==> config.mk <==
export PLATFORM = sky130hd
export DESIGN_NAME = elevator_controller
export DESIGN_NICKNAME = d
export VERILOG_FILES = /design/src/rtl/elevator_controller.sv
export SDC_FILE = /design/constraint.sdc
export NUM_CORES = 1
export LEC_CHECK = 0
export CORE_MARGIN = 4
export CORE_UTILIZATION = 40
export DETAILED_ROUTE_END_ITERATION = 16
export PLACE_DENSITY_LB_ADDON = 0.3
export SLEW_MARGIN = 20
export SYNTH_ARGS = -nofsm -noshare
export SYNTH_HDL_FRONTEND = slang
export SYNTH_SLANG_ARGS = --single-unit
==> constraint.sdc <==
create_clock -name clk -period 2.9 [get_ports clk]
set_clock_uncertainty 0.05 [all_clocks]
set_input_delay 0.29 -clock clk [delete_from_list [all_inputs] [get_ports clk]]
set_output_delay 0.29 -clock clk [all_outputs]
set_load 0.05 [all_outputs]
==> src/rtl/elevator_controller.sv <==
// ---------------------------------------------------------------------------
// elevator_controller
//
// Single-cabin elevator controller. Floor calls are latched into a pending
// vector. The cabin picks its travel direction only while idle: it keeps the
// current direction while calls remain ahead of it, and reverses otherwise.
// While travelling, it stops at every called floor it reaches.
//
// Ports
//   clk        in   rising-edge clock
//   reset      in   asynchronous active-low reset
//   req        in   [FLOORS-1:0] floor call buttons, sampled every edge
//   floor      out  [W-1:0] current floor index
//   moving     out  cabin travelling between floors
//   up_down    out  travel direction (1 = up, 0 = down); held while stopped
//   door_open  out  door open at the current floor
//   pending    out  [FLOORS-1:0] registered calls not yet served
// ---------------------------------------------------------------------------
module elevator_controller #(
  parameter int FLOORS        = 10,
  parameter int W             = 4,
  parameter int TRAVEL_CYCLES = 4,
  parameter int DOOR_CYCLES   = 3
) (
  input  logic              clk,
  input  logic              reset,
  input  logic [FLOORS-1:0] req,
  output logic [W-1:0]      floor,
  output logic              moving,
  output logic              up_down,
  output logic              door_open,
  output logic [FLOORS-1:0] pending
);

  localparam int CMAX = (TRAVEL_CYCLES > DOOR_CYCLES) ? TRAVEL_CYCLES : DOOR_CYCLES;
  localparam int CW   = $clog2(CMAX + 1);

  typedef enum logic [1:0] {
    S_IDLE,
    S_MOVING,
    S_DOOR_OPEN
  } state_t;

  state_t            state_q, state_d;
  logic [W-1:0]      floor_q, floor_d;
  logic              up_down_q, up_down_d;
  logic              moving_q, moving_d;
  logic              door_open_q, door_open_d;
  logic [FLOORS-1:0] pending_q, pending_d;
  logic [CW-1:0]     travel_cnt_q, travel_cnt_d;
  logic [CW-1:0]     dwell_cnt_q, dwell_cnt_d;

  logic [FLOORS-1:0] calls;
  logic [W-1:0]      step_floor;
  logic              can_step;

  // True when any bit of vec lies strictly above (up=1) or below (up=0) f.
  function automatic logic any_beyond(input logic [FLOORS-1:0] vec,
                                      input logic [W-1:0]      f,
                                      input logic              up);
    logic r;
    r = 1'b0;
    for (int i = 0; i < FLOORS; i++) begin
      if (vec[i] && (up ? (W'(i) > f) : (W'(i) < f))) r = 1'b1;
    end
    return r;
  endfunction

  always_comb begin
    // NOTE: every signal assigned below gets a default here first, so no
    // path through the case statement can leave one unassigned (no latches).
    state_d      = state_q;
    floor_d      = floor_q;
    up_down_d    = up_down_q;
    travel_cnt_d = travel_cnt_q;
    dwell_cnt_d  = dwell_cnt_q;

    // Calls visible this edge: already latched ones plus fresh button presses.
    calls      = pending_q | req;
    pending_d  = calls;
    step_floor = up_down_q ? (floor_q + W'(1)) : (floor_q - W'(1));
    can_step   = up_down_q ? (floor_q != W'(FLOORS - 1)) : (floor_q != '0);

    unique case (state_q)
      S_IDLE: begin
        if (calls[floor_q]) begin
          // Call at the current floor is served on the spot.
          state_d            = S_DOOR_OPEN;
          dwell_cnt_d        = CW'(DOOR_CYCLES);
          pending_d[floor_q] = 1'b0;
        end else if (|pending_q) begin
          state_d      = S_MOVING;
          travel_cnt_d = CW'(TRAVEL_CYCLES);
          if (!any_beyond(pending_q, floor_q, up_down_q)) up_down_d = ~up_down_q;
        end
      end

      S_MOVING: begin
        if (travel_cnt_q == CW'(1)) begin
          if (!can_step) begin
            // End of the shaft: never wrap, let IDLE re-plan.
            state_d      = S_IDLE;
            travel_cnt_d = '0;
          end else begin
            floor_d      = step_floor;
            travel_cnt_d = CW'(TRAVEL_CYCLES);
            if (calls[step_floor]) begin
              state_d               = S_DOOR_OPEN;
              dwell_cnt_d           = CW'(DOOR_CYCLES);
              travel_cnt_d          = '0;
              pending_d[step_floor] = 1'b0;
            end else if (!any_beyond(calls, step_floor, up_down_q)) begin
              state_d      = S_IDLE;
              travel_cnt_d = '0;
            end
          end
        end else begin
          travel_cnt_d = travel_cnt_q - CW'(1);
        end
      end

      S_DOOR_OPEN: begin
        // Presses at the open floor never become pending; they hold the door.
        pending_d[floor_q] = 1'b0;
        if (req[floor_q]) begin
          dwell_cnt_d = CW'(DOOR_CYCLES);
        end else if (dwell_cnt_q == CW'(1)) begin
          state_d     = S_IDLE;
          dwell_cnt_d = '0;
        end else begin
          dwell_cnt_d = dwell_cnt_q - CW'(1);
        end
      end

      default: state_d = S_IDLE;
    endcase

    moving_d    = (state_d == S_MOVING);
    door_open_d = (state_d == S_DOOR_OPEN);
  end

  // NOTE: sequential state uses non-blocking assignments only, so every flop
  // samples the pre-edge values regardless of statement order.
  always_ff @(posedge clk or negedge reset) begin
    if (!reset) begin
      state_q      <= S_IDLE;
      floor_q      <= '0;
      up_down_q    <= 1'b1;
      moving_q     <= 1'b0;
      door_open_q  <= 1'b0;
      pending_q    <= '0;
      travel_cnt_q <= '0;
      dwell_cnt_q  <= '0;
    end else begin
      state_q      <= state_d;
      floor_q      <= floor_d;
      up_down_q    <= up_down_d;
      moving_q     <= moving_d;
      door_open_q  <= door_open_d;
      pending_q    <= pending_d;
      travel_cnt_q <= travel_cnt_d;
      dwell_cnt_q  <= dwell_cnt_d;
    end
  end

  assign floor     = floor_q;
  assign moving    = moving_q;
  assign up_down   = up_down_q;
  assign door_open = door_open_q;
  assign pending   = pending_q;

endmodule

==> out/results.txt, run 1 <==
Lkg Pwr: 1.10 nW
dominant cells by area after synthesis: dfrtp_1 (25%), mux4_2 (5.7%), nor2_1 (5.3%)
placed cell areas: 2890 sq um
Synthesis Warnings: 0
row count: 27
Ports: 29
setup slack at placement: -0.0618 ns
CTS Buf Count: 3
Die X-Extent: 85.2 microns
Avg Cell Area, Syn: 8.49 sq um
Tcrit/Tclk final: 98.3%
Yosys reg bits: 25
result of the run: finished clean
first-pass GRT wire length: 12.9 mm
pins over their slew limit: 0
Crit. End Element: flop
routed len/inst: 20.8 microns
Mapped Nets: 301
final WL: 8.15 mm
Tmin final: 2.85 ns
MaxCap Viol Count: 0
CP arrival: 3.03 ns
GRT Util Overall: 22.5%
ANT nets after route: 0
final setup margin: 0.0488 ns
Overall Power: 4.20 mW
die area: 7270 sq um
ys async rst share: 100%
Final setup viols: 0
vias per inst: 6.54
RD Place Congestion: 1.03
critical path class: flop to flop
core outline area: 5640 sq um
Setup crit start kind: flop
RSZ-0062 raised after global routing: no
Commonest cells post-synth: nor2_1 (34), dfrtp_1 (24), o21ai_0 (20), a21oi_1 (15), nand2_1 (12)
I/O Buffers: 28
later-pin clock latency in the skew report: 0.29 ns
dpl cells: 387
Seq/Total Area, Yosys: 26.3%
vias in the first global route: 2386
clk sinks: 25
CP Cell Sequence: buf_4 -> buf_8 -> or3b_2 -> a31oi_1 -> o221a_2 -> nor2b_2 -> and2_2 -> o311a_1 -> o21ai_0 -> a22o_1
crit path max-delay cell type: or3b_2
layout cells sized above 1: 20.7%
Slew headroom: 57.8%
top-area cell type share of the netlist area: 25.2%
cell taking the most area after synthesis: dfrtp_1
initial antenna violation count: 0
area added between synthesis and finish: 24.0%
count of cell types in the netlist: 69
die height: 85.2 microns
DR iter-0 viols: 339
Root Buffer Master: clkbuf_8
DR vias: 2558
Hold Violations, Final: 0
Fmax: 351 MHz
most frequent cell after synthesis: nor2_1
cell area after layout: 2960 sq um
Hold Buf Count CTS: 0
Setup Buffers After CTS: 0
DR DRC count: 0
Cell Pwr Density: 1420 nW/um^2
largest net degree at the start of global routing: 24
Mapped Cells: 281
Worst Path Required: 3.08 ns
CTS max path bufs: 2
DRT Pass-1 Iters: 5
CP peak stage delay: 0.46 ns
non-filler cells, final: 391
CTS tree: done
DP HPWL: 6.00 mm
CTS H-Tree Depth: 1
final net count: 340
Post-synth EDFFs: 0
GRT overflow: 0
Initial Utilization: 42.3%
Max VDD drop: 0.818 mV
Least-Margin Pin Slew: 0.632 ns
worst hold path type: primary input to async pin
mapped cell area: 2390 sq um
clock transition at the registers of the reported paths: 0.11 ns
Inserted Diodes: 0
Synth Flop Type: dfrtp_1
critical path peak fanout: 21
cells in the final DEF, fill, tap and decap left out, types with 4 or more instances in the layout:
cell type and n:
a21oi_1 15, ha_1 7, a221oi_1 6, xnor2_1 5, o22ai_1 9, nor2b_1 6, nand2b_1 4, a31oi_1 5
nand4_1 5, inv_1 8, dfrtp_1 22, or2_2 4, buf_4 23, clkdlybuf4s50_1 28, nor2_1 34, o21ai_0 20
nand2_1 12, nor3_1 7, nor4_1 4, mux4_2 6
per-layer routing:
| layer | vias to the layer above | global-route usage [%] | routed length, microns |
|---|---|---|---|
| li1 | 1148 | - | - |
| met3 | 31 | 4.76 | 741 |
| met5 | - | 0 | 0 |
| met4 | 0 | 8.63 | 293 |
| met2 | 159 | 32.3 | 3480 |
| met1 | 1220 | 32.8 | 3640 |
cell families (layout without fill, tap and decap cells):
kind of cell	Yosys count	count (layout)	share of synthesized area, %
simple gates	108	108	25.3
compound gates	93	93	27.4
buf+inv	28	66	5.30
flops	25	25	26.3
mux	10	10	7.60
xor+xnor	9	9	3.93
fa+ha+maj	8	8	4.20
state kept, by name (all words and copies together) (netlist names):
signal and count:
door_open 1, floor 4, dwell_cnt_q 3, state_q 2
pending 10, moving 1, up_down 1, travel_cnt_q 3
per-stage QoR:
step	TNS (ns)	hold WS [ns]	utilization (%)
after global placement	-0.0802	0.442	51.3
after global routing	0	0.370	52.5
after detailed placement	-0.0618	0.461	51.3
final	0	0.331	52.5
after floorplan	-0.859	-0.0556	-
after CTS	0	0.356	52.3
final timing paths:
kind                                  from              end  slack [ns]  depth (start not counted)
min reg2reg                travel_cnt_q[2]  travel_cnt_q[2]        0.48                          1
max reg2reg                       floor[0]          up_down        0.05                         10
max                               floor[0]          up_down        0.05                         10
min in group clk           travel_cnt_q[2]  travel_cnt_q[2]        0.48                          1
max in group asynchronous            reset       state_q[0]        1.79                          2
min                                  reset         floor[1]        0.33                          1
power breakdown:
group          internal [mW]  total, mW  switching (mW)
Combinational           1.30       3.29            1.99
Sequential             0.487      0.677           0.190
Clock                 0.0978      0.229           0.131
repair_timing:
action,4_1_cts,5_1_grt
gates cloned,0,0
gates resized for setup,2,3
endpoints found under the setup margin,1,2
pin swaps,0,0
layout make-up:
cell class                 instances  area (sq um)
fill                             522          2680
multi-input combinational        228          1680
sequential                        25           629
timing repair buffer              52           468
tap                               72          90.1
inverter                          10          42.5
clock buffer                       3          41.3
clock inverter                     1          7.51
worst max-delay path, delay by kind of cell, from the launching register on:
kind                   cells  cell delay [ns]
and+or+nand+nor            3             0.87
DFF                        1             0.40
buffers and inverters      2             0.43
AOI/OAI and AO/OA          5             1.04
Note: power is estimated with default switching activity, not from simulation.
==> run 2, diff against run 1 <==
--- a/config.mk
+++ b/config.mk
@@ -5,6 +5,7 @@
 export SDC_FILE = /design/constraint.sdc
 export NUM_CORES = 1
 export LEC_CHECK = 0
+export CAP_MARGIN = 20
 export CORE_MARGIN = 4
 export CORE_UTILIZATION = 40
 export DETAILED_ROUTE_END_ITERATION = 16
==> results of run 2 <==
No change in the layout: final DEF, timing and power equal those of run 1.
